## src/rtl/fp_mul_pkg.sv

```systemverilog
// Shared definitions for the sequential floating-point multiplier.
// Provides the FSM state enum, the operand special-case class, flag bit
// positions, default format widths and width-parametrised encoders for
// the special results (qNaN, Inf, zero, largest finite).
// The encoders return a 64-bit word; callers cast to their own width,
// so formats up to 64 bits wide are supported.
package fp_mul_pkg;

    localparam int DEF_EXP_W  = 8;
    localparam int DEF_FRAC_W = 23;
    localparam int FP_MAX_W   = 64;

    // Bit positions inside flags = {invalid, overflow, underflow, inexact}.
    localparam int FLAG_INVALID   = 3;
    localparam int FLAG_OVERFLOW  = 2;
    localparam int FLAG_UNDERFLOW = 1;
    localparam int FLAG_INEXACT   = 0;

    typedef enum logic [2:0] {
        ST_IDLE,
        ST_MUL,
        ST_NORM,
        ST_PACK,
        ST_DONE
    } state_e;

    // Special-case outcome decided when the operands are accepted.
    typedef enum logic [2:0] {
        SP_NONE,      // ordinary finite x finite product
        SP_QNAN,      // a NaN operand: canonical qNaN, no flag
        SP_QNAN_INV,  // Inf x 0: canonical qNaN, invalid
        SP_INF,       // Inf x finite: signed Inf
        SP_ZERO       // zero x finite: signed zero
    } special_e;

    function automatic logic [FP_MAX_W-1:0] fp_zero(input logic sign, input int exp_w,
                                                    input int frac_w);
        return FP_MAX_W'(sign) << (exp_w + frac_w);
    endfunction

    function automatic logic [FP_MAX_W-1:0] fp_inf(input logic sign, input int exp_w,
                                                   input int frac_w);
        logic [FP_MAX_W-1:0] one;
        one = FP_MAX_W'(1);
        return fp_zero(sign, exp_w, frac_w) | (((one << exp_w) - one) << frac_w);
    endfunction

    // Positive canonical quiet NaN: all-ones exponent, fraction MSB set.
    function automatic logic [FP_MAX_W-1:0] fp_qnan(input int exp_w, input int frac_w);
        logic [FP_MAX_W-1:0] one;
        one = FP_MAX_W'(1);
        return fp_inf(1'b0, exp_w, frac_w) | (one << (frac_w - 1));
    endfunction

    function automatic logic [FP_MAX_W-1:0] fp_max(input logic sign, input int exp_w,
                                                   input int frac_w);
        logic [FP_MAX_W-1:0] one;
        one = FP_MAX_W'(1);
        return fp_zero(sign, exp_w, frac_w) | (((one << exp_w) - (one << 1)) << frac_w)
               | ((one << frac_w) - one);
    endfunction

endpackage

```

## src/rtl/fp_mant_mul_seq.sv

```systemverilog
// Iterative shift-add significand multiplier.
// Ports:
//   clk_i, rst_i   clock, synchronous active-high reset
//   start_i        load operands and begin; takes exactly M cycles
//   mcand_i        multiplicand significand (M bits)
//   mplier_i       multiplier significand (M bits)
//   done_o         high during the last iteration cycle
//   product_o      2M-bit product, final on the cycle after done_o
// The low half of the product register starts as the multiplier and is
// shifted out one bit per cycle while the partial sum fills the top.
module fp_mant_mul_seq #(
    parameter int M = 24
) (
    input  logic           clk_i,
    input  logic           rst_i,
    input  logic           start_i,
    input  logic [M-1:0]   mcand_i,
    input  logic [M-1:0]   mplier_i,
    output logic           done_o,
    output logic [2*M-1:0] product_o
);

    localparam int CNT_W = $clog2(M + 1);

    logic             busy_q;
    logic [CNT_W-1:0] cnt_q;
    logic [M-1:0]     mcand_q;
    logic [2*M-1:0]   prod_q;
    logic [2*M-1:0]   prod_d;
    logic [M:0]       sum;

    // Add the multiplicand when the current multiplier bit is set, then
    // shift the whole register right; the carry lands in the top bit.
    assign sum    = {1'b0, prod_q[2*M-1:M]} + (prod_q[0] ? {1'b0, mcand_q} : {(M+1){1'b0}});
    assign prod_d = {sum, prod_q[M-1:1]};

    assign done_o    = busy_q && (cnt_q == CNT_W'(M - 1));
    assign product_o = prod_q;

    // NOTE: sequential state uses non-blocking assignments so every register
    // samples the pre-edge values regardless of statement order.
    always_ff @(posedge clk_i) begin
        if (rst_i) begin
            busy_q <= 1'b0;
            cnt_q  <= '0;
        end else if (start_i) begin
            busy_q <= 1'b1;
            cnt_q  <= '0;
        end else if (busy_q) begin
            cnt_q <= cnt_q + 1'b1;
            if (done_o) begin
                busy_q <= 1'b0;
            end
        end
    end

    // NOTE: pure datapath registers are always loaded by start_i before
    // they are read, so they carry no reset.
    always_ff @(posedge clk_i) begin
        if (start_i) begin
            mcand_q <= mcand_i;
            prod_q  <= {{M{1'b0}}, mplier_i};
        end else if (busy_q) begin
            prod_q <= prod_d;
        end
    end

endmodule

```

## src/rtl/fp_mul_seq.sv

```systemverilog
// Handshaked sequential IEEE-754 multiplier (parametrised format).
// Ports:
//   clk, rst              clock, synchronous active-high reset
//   in_valid / in_ready   operand handshake (ready only in IDLE)
//   a, b                  IEEE operands, W = 1+EXP_W+FRAC_W bits
//   out_valid / out_ready result handshake; result held until accepted
//   result                IEEE product
//   flags                 {invalid, overflow, underflow, inexact}
// Build option: define FP_MUL_ROUND_EN for round-to-nearest-even with
// overflow to Inf; otherwise results truncate and overflow saturates to
// the largest finite value. Denormal operands are flushed to zero.
// Latency from acceptance to out_valid is M+2 cycles for every operand.
module fp_mul_seq
    import fp_mul_pkg::*;
#(
    parameter int EXP_W  = DEF_EXP_W,
    parameter int FRAC_W = DEF_FRAC_W
) (
    input  logic                    clk,
    input  logic                    rst,
    input  logic                    in_valid,
    output logic                    in_ready,
    input  logic [EXP_W+FRAC_W:0]   a,
    input  logic [EXP_W+FRAC_W:0]   b,
    output logic                    out_valid,
    input  logic                    out_ready,
    output logic [EXP_W+FRAC_W:0]   result,
    output logic [3:0]              flags
);

    localparam int M  = FRAC_W + 1;
    localparam int W  = 1 + EXP_W + FRAC_W;
    localparam int XW = EXP_W + 2;   // signed working exponent width
    localparam logic [XW-1:0] BIAS_X  = XW'((1 << (EXP_W - 1)) - 1);
    localparam logic [XW-1:0] EXP_MAX = XW'((1 << EXP_W) - 1);

    state_e            state_q, state_d;
    logic              mul_start, mul_done;
    logic [2*M-1:0]    prod;

    logic              sign_q;
    logic [EXP_W-1:0]  exp_a_q, exp_b_q;
    special_e          spec_q, spec_d;
    logic [FRAC_W-1:0] mant_q, mant_d;
    logic              guard_q, guard_d, sticky_q, sticky_d;
    logic [XW-1:0]     exp_q, exp_d;
    logic [W-1:0]      result_q, result_d;
    logic [3:0]        flags_q, flags_d;

    logic [EXP_W-1:0]  a_exp, b_exp;
    logic              a_zero, a_inf, a_nan, b_zero, b_inf, b_nan;
    logic [2*M-1:0]    prod_sh;
    logic              round_up;
    logic [FRAC_W:0]   mant_rnd;
    logic [XW-1:0]     exp_rnd;

    fp_mant_mul_seq #(.M(M)) u_mant (
        .clk_i     (clk),
        .rst_i     (rst),
        .start_i   (mul_start),
        .mcand_i   ({1'b1, a[FRAC_W-1:0]}),
        .mplier_i  ({1'b1, b[FRAC_W-1:0]}),
        .done_o    (mul_done),
        .product_o (prod)
    );

    // ---------------- control FSM ----------------
    always_ff @(posedge clk) begin
        if (rst) begin
            state_q <= ST_IDLE;
        end else begin
            state_q <= state_d;
        end
    end

    // NOTE: every signal written here gets a default first, so no path can
    // leave it unassigned and infer a latch.
    always_comb begin
        state_d   = state_q;
        in_ready  = 1'b0;
        out_valid = 1'b0;
        mul_start = 1'b0;
        case (state_q)
            ST_IDLE: begin
                in_ready = 1'b1;
                if (in_valid) begin
                    mul_start = 1'b1;
                    state_d   = ST_MUL;
                end
            end
            ST_MUL:  if (mul_done) state_d = ST_NORM;
            ST_NORM: state_d = ST_PACK;
            ST_PACK: state_d = ST_DONE;
            ST_DONE: begin
                out_valid = 1'b1;
                if (out_ready) state_d = ST_IDLE;
            end
            default: state_d = ST_IDLE;
        endcase
    end

    // ---------------- operand classification ----------------
    assign a_exp = a[W-2:FRAC_W];
    assign b_exp = b[W-2:FRAC_W];

    always_comb begin
        a_zero = (a_exp == '0);
        b_zero = (b_exp == '0);
        a_inf  = (a_exp == '1) && (a[FRAC_W-1:0] == '0);
        b_inf  = (b_exp == '1) && (b[FRAC_W-1:0] == '0);
        a_nan  = (a_exp == '1) && (a[FRAC_W-1:0] != '0);
        b_nan  = (b_exp == '1) && (b[FRAC_W-1:0] != '0);
        if (a_nan || b_nan)                            spec_d = SP_QNAN;
        else if ((a_inf && b_zero) || (a_zero && b_inf)) spec_d = SP_QNAN_INV;
        else if (a_inf || b_inf)                       spec_d = SP_INF;
        else if (a_zero || b_zero)                     spec_d = SP_ZERO;
        else                                           spec_d = SP_NONE;
    end

    // ---------------- normalise ----------------
    // A product below 2.0 is shifted left once so both cases share one slice.
    always_comb begin
        prod_sh  = prod[2*M-1] ? prod : (prod << 1);
        mant_d   = prod_sh[2*M-2:M];
        guard_d  = prod_sh[M-1];
        sticky_d = |prod_sh[M-2:0];
        exp_d    = {2'b00, exp_a_q} + {2'b00, exp_b_q} - BIAS_X + XW'(prod[2*M-1]);
    end

    // ---------------- round and pack ----------------
    always_comb begin
`ifdef FP_MUL_ROUND_EN
        round_up = guard_q && (sticky_q || mant_q[0]);
`else
        round_up = 1'b0;
`endif
        mant_rnd = {1'b0, mant_q} + (FRAC_W+1)'(round_up);
        // A carry out of the fraction means 1.11..1 rounded to 10.0: bump
        // the exponent; the fraction bits are already all zero.
        exp_rnd  = exp_q + XW'(mant_rnd[FRAC_W]);

        result_d = {sign_q, exp_rnd[EXP_W-1:0], mant_rnd[FRAC_W-1:0]};
        flags_d  = '0;
        flags_d[FLAG_INEXACT] = guard_q | sticky_q;

        if ($signed(exp_rnd) >= $signed(EXP_MAX)) begin
            flags_d[FLAG_OVERFLOW] = 1'b1;
            flags_d[FLAG_INEXACT]  = 1'b1;
`ifdef FP_MUL_ROUND_EN
            result_d = W'(fp_inf(sign_q, EXP_W, FRAC_W));
`else
            result_d = W'(fp_max(sign_q, EXP_W, FRAC_W));
`endif
        end else if (exp_rnd[XW-1] || (exp_rnd == '0)) begin
            flags_d[FLAG_UNDERFLOW] = 1'b1;
            flags_d[FLAG_INEXACT]   = 1'b1;
            result_d = W'(fp_zero(sign_q, EXP_W, FRAC_W));
        end

        // Specials ignore whatever the significand datapath produced.
        case (spec_q)
            SP_QNAN: begin
                result_d = W'(fp_qnan(EXP_W, FRAC_W));
                flags_d  = '0;
            end
            SP_QNAN_INV: begin
                result_d = W'(fp_qnan(EXP_W, FRAC_W));
                flags_d  = '0;
                flags_d[FLAG_INVALID] = 1'b1;
            end
            SP_INF: begin
                result_d = W'(fp_inf(sign_q, EXP_W, FRAC_W));
                flags_d  = '0;
            end
            SP_ZERO: begin
                result_d = W'(fp_zero(sign_q, EXP_W, FRAC_W));
                flags_d  = '0;
            end
            default: ;
        endcase
    end

    // ---------------- registers ----------------
    always_ff @(posedge clk) begin
        if (rst) begin
            result_q <= '0;
            flags_q  <= '0;
        end else if (state_q == ST_PACK) begin
            result_q <= result_d;
            flags_q  <= flags_d;
        end
    end

    always_ff @(posedge clk) begin
        if (mul_start) begin
            sign_q  <= a[W-1] ^ b[W-1];
            exp_a_q <= a_exp;
            exp_b_q <= b_exp;
            spec_q  <= spec_d;
        end
        if (state_q == ST_NORM) begin
            mant_q   <= mant_d;
            guard_q  <= guard_d;
            sticky_q <= sticky_d;
            exp_q    <= exp_d;
        end
    end

    assign result = result_q;
    assign flags  = flags_q;

endmodule

```

## config.mk

```make
export PLATFORM = sky130hd
export DESIGN_NAME = fp_mul_seq
export DESIGN_NICKNAME = d
export VERILOG_FILES = /design/src/rtl/fp_mul_pkg.sv /design/src/rtl/fp_mant_mul_seq.sv /design/src/rtl/fp_mul_seq.sv
export SDC_FILE = /design/constraint.sdc
export NUM_CORES = 1
export LEC_CHECK = 0
export ABC_AREA = 1
export BUFFER_PORTS_ARGS = -buffer_cell sky130_fd_sc_hd__clkbuf_2
export CAP_MARGIN = 15
export CORE_ASPECT_RATIO = 1.1
export CORE_MARGIN = 4
export CORE_UTILIZATION = 45
export CTS_BUF_LIST = sky130_fd_sc_hd__clkbuf_8
export DETAILED_ROUTE_END_ITERATION = 8
export PLACE_DENSITY_LB_ADDON = 0.25
export SETUP_SLACK_MARGIN = 0.15
export SYNTH_ARGS = -nofsm -noshare
export SYNTH_HDL_FRONTEND = slang
export SYNTH_HIERARCHICAL = 1
export SYNTH_SLANG_ARGS = --single-unit
```

## constraint.sdc

```tcl
create_clock -name clk -period 4.5 [get_ports clk]
set_clock_uncertainty 0.15 [all_clocks]
set_input_delay 0.45 -clock clk [delete_from_list [all_inputs] [get_ports clk]]
set_output_delay 0.45 -clock clk [all_outputs]
set_load 0.005 [all_outputs]
```

# == After elaboration in Yosys (flattened, before gate mapping) ==
# Cells that the tools add are included.
# word_totals
ff_bits,171
latchBits,0
mem_bits_rw,0
mem_bits_ro,0
in_bits,68
out_inout_bits,38
elab_cells,92
n_memories,0
# classes
n_addsub,5
n_mul,0
div_mod_pow,0
magnitude_cmp,1
eq_ne,14
shifts,0
mux,26
bitwise_logic,2
n_reduce_logical,27
# op_table
cell,count
$pmux 32 s3,1
$mux 31,2
$mux 47,1
$logic_not 23->1,2
$mux 23,2
$reduce_bool 23->1,2
$add 24x24->25,1
$mux 24,1
$reduce_or 23->1,1
$eq 8x8->1 const B,2
$logic_not 8->1,2
$pmux 3 s5,1
$eq 3x2->1 const B,4
$mux 3,4
$add 10x1->10,1
$ge 10x9->1 const B,1
$logic_not 10->1,1
$mux 1,10
$sub 9x7->10 const B,1
$add 8x8->9,1
$pmux 4 s2,1
$logic_and 1x1->1,7
$eq 3x1->1 const B,2
$eq 3x3->1 const B,2
12 further kinds,22

# == Longest topological paths before layout ==
# Gate-level depths: netlist of run 1.
# logic_depth
depth_word,5
ltp_mapped,17
mapped_depth_nobuf,16

# == Cells and area by module ==
# The synthesis of run 1 kept the hierarchy.
# modules_own_cells
module,n_inst,cells_per_inst,area_per_inst_um2
fp_mant_mul_seq,1,678,4799.6
fp_mul_seq,1,541,4645.7

# == Worst setup path before layout of run 1 ==
# Ideal clock, no wire load.
# synth_timing
path_type,register to register
start,register state_q[2]
end,register u_mant.prod_q[0] (netlist: u_mant/product_o[0]) (enable)
setup_ns,0.379
t_arrival_ns,2.791
slack_ns,1.181
stages_incl_launch_ff,7
synth_period_minus_slack_ns,3.319
path_cell_list,dfxtp_1 > nor2_1 > and3_1 > buf_2 > nor2_1 > buf_2 > inv_1
# synth_between
elab_chain_len,3
# synth_rtl
element,line_no,text
from (decl),fp_mul_seq.sv:37,"state_e state_q, state_d;"
from (signal assigned),fp_mul_seq.sv:72,state_q <= state_d;
$logic_not 3->1,fp_mul_seq.sv:83,case (state_q)
$mux 1,fp_mul_seq.sv:83,
net mul_start,fp_mul_seq.sv:38,"logic mul_start, mul_done;"
$reduce_bool 2->1 (no source line),n/a,
to (signal assigned),fp_mant_mul_seq.sv:62,"prod_q <= {{M{1'b0}}, mplier_i};"
to (signal assigned),fp_mant_mul_seq.sv:64,prod_q <= prod_d;
to (decl),fp_mant_mul_seq.sv:28,logic [2*M-1:0] prod_q;
# The timed path passes the listed nets, and every way through them passes these cells.
# A chain may end at the register's enable or synchronous reset.

# == Final worst setup path of run 1 ==
# layout_timing
start,register u_mant.prod_q[0] (netlist: u_mant/product_o[0])
end,register u_mant.prod_q[35] (netlist: u_mant/product_o[35])
# layout_between
elab_chain_len,2
# layout_rtl
element,line_no,text
$mux 24,fp_mant_mul_seq.sv:34,"assign sum = {1'b0, prod_q[2*M-1:M]} + (prod_q[0] ? {1'b0, mcand_q} : {(M+1){1'b0}});"
$add 24x24->25,fp_mant_mul_seq.sv:34,
# No other way between the ends.

==> results of run 1 <==
[metal layers]
metal | vias up | global-route usage [%] | part of all wire, %
met3 | 30 | 3.52 | 5.3
met1 | 3498 | 25.4 | 49
met4 | 0 | 4.96 | 1.7
met2 | 199 | 28.7 | 44
li1 | 4154 | - | -
met5 | - | 0 | 0
[cells in the final DEF (no fill, tap or decap), types with 8 or more instances in the layout]
cell / n
or2_2: 8
nand2_2: 10
clkbuf_8: 18
nand3_1: 46
dfxtp_1: 69
inv_1: 157
nor3_1: 12
nand2_1: 450
a21oi_1: 47
dlygate4sd3_1: 11
a31oi_1: 24
ha_1: 41
edfxtp_1: 103
nor2_2: 11
nand4_1: 37
clkbuf_2: 105
o21ai_0: 15
nor2_1: 107
[power by group through the flow]
stage / Sequential (W) / Combinational [W] / Clock, W
finish: 0.00241 / 0.00188 / 0.00129
global route: 0.00246 / 0.00218 / 0.00139
CTS: 0.00241 / 0.00188 / 0.00132
detailed placement: 0.00245 / 0.00186 / 0
global placement: 0.00244 / 0.00183 / 0
floorplan: 0.00232 / 0.00147 / 0
[what timing repair did]
item,in CTS,in global routing
endpoints found under the hold margin,10,1
hold buffers,10,1
endpoints found under the setup margin,0,0
[sequential cells by signal, indices dropped and copies added, names as in the netlist]
register,count
exp_q,10
u_mant/mcand_q,24
flags,4
exp_a_q,8
result,32
exp_b_q,8
u_mant/cnt_q,5
mant_q,23
sticky_q,1
u_mant/busy_q,1
spec_q,3
guard_q,1
sign_q,1
u_mant/product_o,48
state_q,3
[synthesized netlist by cell type, drive strengths merged]
| cell type | n |
|---|---|
| dfxtp | 69 |
| nor2 | 120 |
| o21ai | 16 |
| nand3 | 51 |
| o21bai | 1 |
| nand2 | 461 |
| nor3 | 12 |
| fa | 2 |
| o211ai | 1 |
| edfxtp | 103 |
| buf | 13 |
| a211oi | 1 |
| a22o | 1 |
| a21oi | 49 |
| a21o | 2 |
| a31oi | 24 |
| xnor2 | 3 |
| clkbuf | 20 |
| and2 | 1 |
| conb | 1 |
| clkinv | 1 |
| ha | 41 |
| inv | 158 |
| nand3b | 2 |
| a32o | 2 |
| or2 | 12 |
| nor4 | 4 |
| and3 | 3 |
| o31ai | 1 |
| xor2 | 7 |
| nand4 | 37 |
[how the worst min path moves through the flow]
stage	startpoint	slack, ns	to	depth (start not counted)
3_5_place_dp	result[30]	0.31	result[30]	2
2_1_floorplan	u_mant/product_o[28]	0.31	u_mant/product_o[28]	2
6_report	a[0]	0.03	u_mant/mcand_q[0]	1
4_1_cts	a[0]	0.002	u_mant/mcand_q[0]	1
3_3_place_gp	flags[2]	0.30	flags[2]	2
5_1_grt	a[0]	0.0002	u_mant/mcand_q[0]	1
[through the flow]
| step | power, W | setup WS, ns | hold WS, ns | cells | utilization, % |
|---|---|---|---|---|---|
| after floorplan | 0.00378 | 1.18 | 0.311 | 1220 | - |
| after global placement | 0.00427 | 1.92 | 0.304 | 1555 | 49.5 |
| after detailed placement | 0.00431 | 1.89 | 0.309 | 1555 | 49.5 |
| after CTS | 0.00561 | 1.87 | 0.00205 | 1597 | 52.3 |
| after global routing | 0.00602 | 1.59 | 0.000169 | 1598 | 52.4 |
| final | 0.00559 | 1.87 | 0.0297 | 1598 | 52.4 |
[kinds of logic (layout without fill, tap and decap cells)]
| logic type | count (synthesis) | count (layout) | share of synthesized area (%) |
|---|---|---|---|
| AOI/OAI and AO/OA | 98 | 98 | 5.89 |
| xor gates and xnor gates | 10 | 10 | 0.927 |
| adders and majority gates | 43 | 43 | 5.86 |
| buffers and inverters | 192 | 314 | 8.09 |
| DFF | 172 | 172 | 47.4 |
| other | 1 | 2 | 0.0397 |
| and+or+nand+nor | 703 | 703 | 31.8 |
[layout make-up]
cell class                 count  area share, %
clock buffer                  18           2.30
sequential                   172           41.5
multi-input combinational    856           39.1
clock inverter                14           2.14
timing repair buffer         123           6.39
tap                          256           2.97
inverter                     159           5.54
[worst max-delay path, cell delays in order (launching register included)]
cell and delay (ns):
edfxtp_1 0.69, nand2_1 0.15, inv_1 0.05, ha_1 0.21, fa_1 0.39, nand2_1 0.08
inv_1 0.08, nand2_1 0.08, nand2_2 0.07, nand2_1 0.08, nand2_2 0.07, nand2_1 0.06
nand2_1 0.05, or2_1 0.20, nand3_1 0.06, nand2_1 0.04
==> qor.txt, run 1 <==
H-tree levels -> 4
post-synthesis sequential area ratio -> 47.4%
grt ovf -> 0
drt total wl -> 20.9 mm
initial antenna violation count -> 0
DRC -> 0
Clock Sinks -> 172
Worst Setup Path Type -> register to register
first drt pass iteration count -> 5
setup_tns -> 0 ns
RSZ-0062 raised after global routing -> no
Post-DP Area -> 10200 sq um
global-route usage over all layers -> 18.1%
Worst Tran Pin Value -> 0.910 ns
Reg2Reg Setup Slack -> 1.87 ns
Gate Count Post-Synth -> 1219
vias per cell -> 4.93
layout cells sized above 1 -> 13.9%
Clock Power Share -> 23.1%
clock buffer depth -> 2
FP Rows -> 55
clock root buffer -> clkbuf_8
ant diodes -> 0
crit share post-route -> 58.5%
Setup crit start -> u_mant/product_o[0]
Max-Cap Viols -> 0
Max-slew headroom -> 39.3%
Internal -> 0.00348 W
Initial DRC Count -> 522
Placeable Area -> 20600 sq um
Max Freq -> 0.380 GHz
first-pass GRT wire length -> 34.6 mm
multi-input logic area -> 4210 sq um
Area Growth Syn to Fin -> 14.0%
Net count, final -> 1440
CP startpoint kind -> register
TritonCTS Buffers -> 17
Yosys cell types -> 46
clock transition at the registers of the reported paths -> 0.10 ns
worst setup path endpoint -> u_mant/product_o[35]
Vias -> 7881
Antenna Violating Nets Remaining -> 0
CP Max Fanout -> 25
Die Span Y -> 160 microns
Mean Syn Cell Area -> 7.75 sq um
Synth top area share -> 32.7%
Synth area leader -> edfxtp_1
initial core utilization -> 45.9%
final setup fails -> 0
Post-Synthesis Cell Area -> 9450 sq um
logic gate share of total power -> 33.7%
final-layout fill cell count -> 1940
Clock Latency Late Sink -> 0.46 ns
Tmin final -> 2.63 ns
Worst EP arrival -> 2.85 ns
Slew Viols, Final -> 0
sequential share of power -> 43.2%
storage element area -> 4470 sq um
postcts setup bufs -> 0
Synth area leaders -> edfxtp_1 (33%), nand2_1 (18%), dfxtp_1 (15%)
IO Port Bufs -> 105
WL/cell -> 13.1 microns
Syn. warnings -> 6
post-CTS sizing -> 0
Crit. End Element -> register
outcome -> completed
Switching Power -> 0.00211 W
gpl congestion -> 0.932
DP Wirelength -> 16.1 mm
die area -> 23400 sq um
CTS tree -> yes
RR Startpoint -> u_mant/product_o[0]
design area -> 10800 sq um
IO Count -> 106
VDD IR max -> 236 uV
worst hold path class -> input pin to register
LEAKAGE -> 5.23 nW
largest net degree at the start of global routing -> 66
vias in the first global route -> 7276
power per cell area -> 519 nW/um^2
DIE WIDTH -> 146 microns
synthesized flop and latch total -> 172
R2R depth -> 15
Crit path required time -> 4.72 ns
Final Hold Vio Count -> 0
r2r endpoint -> u_mant/product_o[35]
sw frac -> 37.7%
Note: power is estimated with default switching activity, not from simulation.
==> inputs of run 2 (changes only) <==
==> constraint.sdc (replaced) <==
create_clock -name clk -period 2.6 [get_ports clk]
set_clock_uncertainty 0.15 [all_clocks]
set_input_delay 0.26 -clock clk [delete_from_list [all_inputs] [get_ports clk]]
set_output_delay 0.26 -clock clk [all_outputs]
set_load 0.005 [all_outputs]
==> run 2 against run 1 <==
Against the previous run:
- setup slack worse by 1.6 ns
- design area up 7.9%
- largest power group unchanged
- first-iteration DRC count down 10%
- non-clock buffer count up 70
- via count up 4.1%
- total power up 76%
- register-to-register slack worse by 1.6 ns
==> qor.txt, run 2 (same netlist as run 1, synthesis figures left out) <==
VDD IR max -> 399 uV
sequential share of power -> 42.3%
FP Rows -> 55
crit-path max cell delay -> 0.41 ns
CP startpoint kind -> register
crit share post-route -> 91.2%
ant diodes -> 0
Internal -> 0.00608 W
R2R depth -> 13
CTS tree -> yes
global-route usage over all layers -> 18.9%
met3 Use GR -> 3.12%
Slew Viols, Final -> 0
Worst Hold Path Cells -> 5
Worst EP arrival -> 2.57 ns
IO Port Bufs -> 105
logic gate share of total power -> 39.1%
DP Wirelength -> 16.4 mm
Crit. End Element -> register
crit path cell chain -> buf_6, clkbuf_16, nand2_1, inv_1, ha_1, or2_4, nand3_1, nand2_2, nand3_1, nand2_1, xor2_1, nand2_1, nand2_1
first-pass GRT wire length -> 36.1 mm
r2r endpoint -> u_mant/product_o[36]
Buf+Inv Stages, Crit Path -> 3
die area -> 23400 sq um
storage element area -> 4470 sq um
Clock Latency Late Sink -> 0.46 ns
LEAKAGE -> 5.50 nW
Final Hold Vio Count -> 0
Tmin final -> 2.37 ns
Clock Sinks -> 172
Net count, final -> 1510
clock buffer depth -> 2
layout cells sized above 1 -> 17.2%
Placeable Area -> 20600 sq um
Reg2Reg Setup Slack -> 0.23 ns
outcome -> completed
Max-slew headroom -> 48.9%
initial antenna violation count -> 0
Antenna Violating Nets Remaining -> 0
Area Growth Syn to Fin -> 23.1%
gr busiest metal -> met2
initial core utilization -> 45.9%
DIE WIDTH -> 146 microns
CP max-delay cell -> edfxtp_1
Switching Power -> 0.00375 W
met2 Usage GRT -> 29.9%
clock transition at the registers of the reported paths -> 0.09 ns
largest net degree at the start of global routing -> 55
H-tree levels -> 4
power per cell area -> 846 nW/um^2
Initial DRC Count -> 470
dpl cells -> 1563
WL/cell -> 13.5 microns
commonest non-fill, non-tap cells in the layout -> nand2_1 (440), inv_1 (157), clkbuf_2 (105), nor2_1 (104), edfxtp_1 (103)
fin cells -> 1668
Top delay family on crit path -> simple AND/OR/NAND/NOR gates
min-delay src -> in_valid
RR Startpoint -> u_mant/product_o[0]
Vias -> 8204
Die Span Y -> 160 microns
Clock Power Share -> 18.6%
gpl congestion -> 0.915
GR Util met1 -> 26.6%
Worst Tran Pin Value -> 0.765 ns
drt total wl -> 22.5 mm
Crit path required time -> 2.80 ns
hold endpoint -> state_q[1]
multi-input logic area -> 4450 sq um
IO Count -> 106
CP Max Fanout -> 5
max reg flops -> 48
setup_tns -> 0 ns
worst hold path class -> input pin to register
final setup fails -> 0
Max-Cap Viols -> 0
TritonCTS Buffers -> 17
vias per cell -> 4.92
Worst Setup Path Type -> register to register
grt ovf -> 0
sw frac -> 38.1%
most common cell after layout, fill and taps aside -> nand2_1
RSZ-0062 raised after global routing -> yes
Max Freq -> 0.422 GHz
Most common cell on crit path -> nand2_1
DRC -> 0
clock root buffer -> clkbuf_8
first drt pass iteration count -> 5
final-layout fill cell count -> 1885
vias in the first global route -> 7407
## run 2: repair_timing
action,CTS,global route
pin swaps,0,5
hold buffers,65,0
endpoints found under the setup margin,1,19
buffers inserted,0,5
cloned,0,3
endpoints found under the hold margin,64,0
resized for setup,1,53
## run 2: layer usage
metal  vias up  wire length, microns
met1      3639                 10500
met4         0                   436
li1       4295                     -
met5         -                     0
met3        29                  1320
met2       241                 10200
## run 2: final cells by class
type | instances | share of cell area [%]
clock buffers | 21 | 2.49
well taps | 256 | 2.75
clock inverters | 11 | 0.775
flip-flops and latches | 172 | 38.5
repair buffers | 193 | 12.1
multi-input cells | 856 | 38.3
inverters | 159 | 5.17
## run 2: worst max-delay path by stage
| stage | startpoint | end | slack (ns) | cells after the start |
|---|---|---|---|---|
| final | u_mant/product_o[0] | u_mant/product_o[36] | 0.23 | 13 |
| after global routing | u_mant/product_o[0] | u_mant/product_o[46] | 0.07 | 18 |
| after CTS | u_mant/product_o[0] | u_mant/product_o[46] | 0.18 | 14 |
| after detailed placement | u_mant/product_o[0] | u_mant/product_o[46] | 0.14 | 14 |
| after global placement | u_mant/product_o[0] | u_mant/product_o[46] | 0.18 | 14 |
| after floorplan | state_q[2] | u_mant/product_o[0] | 0.18 | 6 |
## run 2: metrics by stage
step                      area, sq um  total power, W  worst slack (ns)  util (%)  hold slack [ns]
after floorplan                  9480         0.00658             0.185         -            0.179
after global placement          10300         0.00746             0.182      49.9            0.306
after detailed placement        10300         0.00753             0.139      49.9            0.304
after CTS                       11300         0.00947             0.182      54.9           0.0460
after global routing            11600          0.0106            0.0719      56.5            0.112
final                           11600         0.00983             0.229      56.5           0.0863
## run 2: worst register-to-register path, stage by stage (launching register included)
cell       delay [ns]
edfxtp_1         0.41
buf_6            0.16
clkbuf_16        0.15
nand2_1          0.05
inv_1            0.04
ha_1             0.34
or2_4            0.27
nand3_1          0.10
nand2_2          0.11
nand3_1          0.11
nand2_1          0.09
xor2_1           0.17
nand2_1          0.07
nand2_1          0.04
## run 2: power by group through the flow
stage / clock [W] / combinational [W] / sequential [W]
floorplan: 0 / 0.00257 / 0.00401
global placement: 0 / 0.00329 / 0.00418
detailed placement: 0 / 0.00335 / 0.00418
CTS: 0.00188 / 0.00346 / 0.00412
global route: 0.00199 / 0.00437 / 0.00423
finish: 0.00183 / 0.00384 / 0.00416
==> inputs of run 3 (changes only) <==
--- a/config.mk
+++ b/config.mk
@@ -5,14 +5,14 @@
 export SDC_FILE = /design/constraint.sdc
 export NUM_CORES = 1
 export LEC_CHECK = 0
-export ABC_AREA = 1
 export BUFFER_PORTS_ARGS = -buffer_cell sky130_fd_sc_hd__clkbuf_2
-export CAP_MARGIN = 15
+export CAP_MARGIN = 5
 export CORE_ASPECT_RATIO = 1.1
 export CORE_MARGIN = 4
 export CORE_UTILIZATION = 45
 export CTS_BUF_LIST = sky130_fd_sc_hd__clkbuf_8
 export DETAILED_ROUTE_END_ITERATION = 8
+export GPL_ROUTABILITY_DRIVEN = 1
 export PLACE_DENSITY_LB_ADDON = 0.25
 export SETUP_SLACK_MARGIN = 0.15
 export SYNTH_ARGS = -nofsm -noshare
==> run 3 against run 2 <==
Against the previous run:
- the run now ends with setup timing left
- via count is 20% lower
- cell count is 26% lower
- combinational power is 39% lower
- die area is 8.9% lower
- largest power group unchanged
==> qor.txt, run 3 <==
clock transition at the registers of the reported paths -> 0.09 ns
Area Growth Syn to Fin -> 32.3%
initial core utilization -> 46.1%
Yosys cell types -> 71
Worst Hold Path Cells -> 3
Gate Count Post-Synth -> 744
failing checks -> setup timing
CTS tree -> yes
hold endpoint -> u_mant/product_o[37]
final setup fails -> 12
Clock Latency Late Sink -> 0.45 ns
fin worst setup slack -> -0.287 ns
outcome -> finished with violations
largest net degree at the start of global routing -> 46
clock buffer depth -> 2
Vias -> 6570
clock root buffer -> clkbuf_8
first drt pass iteration count -> 5
DP Wirelength -> 14.0 mm
Die Span Y -> 153 microns
IO Count -> 106
Worst Setup Path Type -> register to register
Initial DRC Count -> 217
VDD IR max -> 355 uV
R2R depth -> 10
hold_ws -> 0.114 ns
Syn. warnings -> 6
min-delay src -> in_valid
WL/cell -> 16.5 microns
RR Startpoint -> u_mant/product_o[0]
Crit. End Element -> register
H-tree levels -> 4
ant diodes -> 0
Slew Viols, Final -> 0
r2r endpoint -> u_mant/product_o[45]
Final Hold Vio Count -> 0
Synth top area share -> 36.1%
Worst EP arrival -> 3.07 ns
Mean Syn Cell Area -> 11.5 sq um
gpl congestion -> 0.907
Max Freq -> 0.346 GHz
Synth area leaders -> edfxtp_1 (36%), dfxtp_1 (16%), mux2_2 (6.3%)
most common cell after layout, fill and taps aside -> clkbuf_2
Finished Core Util -> 61.0%
Reg2Reg Setup Slack -> -0.29 ns
worst hold path class -> input pin to register
fin cells -> 1236
global-route usage over all layers -> 18.8%
vias in the first global route -> 6488
synthesized flop and latch total -> 172
LEAKAGE -> 4.48 nW
grt ovf -> 0
vias per cell -> 5.32
DRC -> 0
Design Power -> 0.00806 W
Synth top cells by count -> edfxtp_1 (103), dfxtp_1 (69), a21oi_1 (59)
DIE WIDTH -> 139 microns
crit share post-route -> 111%
first-pass GRT wire length -> 32.7 mm
EDFF count, synth -> 103
Clock Sinks -> 172
Worst Tran Pin Value -> 0.912 ns
initial antenna violation count -> 0
Antenna Violating Nets Remaining -> 0
Max-Cap Viols -> 0
FFs w/ async S/R, synth -> 0%
drt total wl -> 20.4 mm
post-synthesis sequential area ratio -> 52.3%
most frequent cell after synthesis -> edfxtp_1
Crit path required time -> 2.79 ns
RSZ-0062 raised after global routing -> yes
setup_tns -> -2.07 ns
CP startpoint kind -> register
Synth area leader -> edfxtp_1
die area -> 21300 sq um
dpl cells -> 1127
Post-Synthesis Cell Area -> 8560 sq um
CP Max Fanout -> 3
layout cells sized above 1 -> 35.6%
TritonCTS Buffers -> 17
commonest non-fill, non-tap cells in the layout -> clkbuf_2 (105), edfxtp_1 (103), buf_4 (70), dfxtp_1 (68), dlygate4sd3_1 (65)
Max-slew headroom -> 39.2%
Placeable Area -> 18500 sq um
Net count, final -> 1091
Tmin final -> 2.89 ns
FP Rows -> 52
max reg flops -> 48
IO Port Bufs -> 105
ys flop type -> edfxtp_1
power per cell area -> 712 nW/um^2
[run 3: cell type report]
| cell class | count | area (sq um) |
|---|---|---|
| Fill cell | 1525 | 7220 |
| Clock buffer | 18 | 248 |
| Sequential cell | 172 | 4480 |
| Multi-Input combinational cell | 521 | 4220 |
| Inverter | 20 | 78.8 |
| Clock inverter | 14 | 203 |
| Timing Repair Buffer | 248 | 1790 |
| Tap cell | 243 | 304 |
[run 3: layer usage]
| metal | GRT usage, % | share of wire (%) | up-vias |
|---|---|---|---|
| met2 | 31.1 | 47 | 155 |
| met5 | 0 | 0 | - |
| met1 | 25.4 | 47 | 3116 |
| met3 | 3.33 | 4.3 | 24 |
| li1 | - | - | 3275 |
| met4 | 5.41 | 1.4 | 0 |
[run 3: cell families (layout without fill, tap and decap cells)]
logic type	count (synthesis)	count (layout)	synth area share [%]
muxes	58	58	7.49
xor gates and xnor gates	30	30	3.07
buffers and inverters	53	300	2.91
adders and majority gates	43	43	6.46
AOI/OAI and AO/OA	174	174	14.3
DFF	172	172	52.3
and+or+nand+nor	213	214	13.4
other	1	2	0.0438
[run 3: how the worst max path moves through the flow]
stage,start,to,slack [ns],cells after the start
after floorplan,u_mant/product_o[0],u_mant/product_o[45],-0.36,11
after global placement,u_mant/product_o[0],u_mant/product_o[45],-0.25,10
after detailed placement,u_mant/product_o[0],u_mant/product_o[46],-0.33,11
after CTS,u_mant/product_o[0],u_mant/product_o[45],-0.26,10
after global routing,u_mant/product_o[0],u_mant/product_o[41],-0.41,11
final,u_mant/product_o[0],u_mant/product_o[45],-0.29,10
[run 3: report_power, final]
group	switching, W	leakage (nW)	internal [W]
Clock	0.000970	0.243	0.00116
Combinational	0.00114	2.69	0.00121
Sequential	0.000281	1.54	0.00330
Total	0.00239	4.48	0.00567
[run 3: repair_timing]
action | 4_1_cts | 5_1_grt
endpoints found under the hold margin | 64 | 0
hold buffers | 65 | 0
gates cloned | 0 | 1
resized for setup | 37 | 32
pin swaps | 25 | 24
setup endpoints to repair | 16 | 34
setup buffers | 8 | 3
[run 3: critical path, cell delays in order, from the launching register on]
cell	delay, ns
edfxtp_1	0.44
and2_4	0.18
ha_4	0.16
fa_2	0.35
a21o_2	0.21
a31o_1	0.20
a211oi_2	0.30
nor2_2	0.08
a221o_1	0.34
nor4b_4	0.14
a211o_1	0.22
[run 3: stage by stage]
step | worst slack, ns | cell area [sq um]
global route | -0.411 | 11300
CTS | -0.257 | 11100
global placement | -0.247 | 9770
finish | -0.287 | 11300
detailed placement | -0.331 | 9770
floorplan | -0.361 | 8630
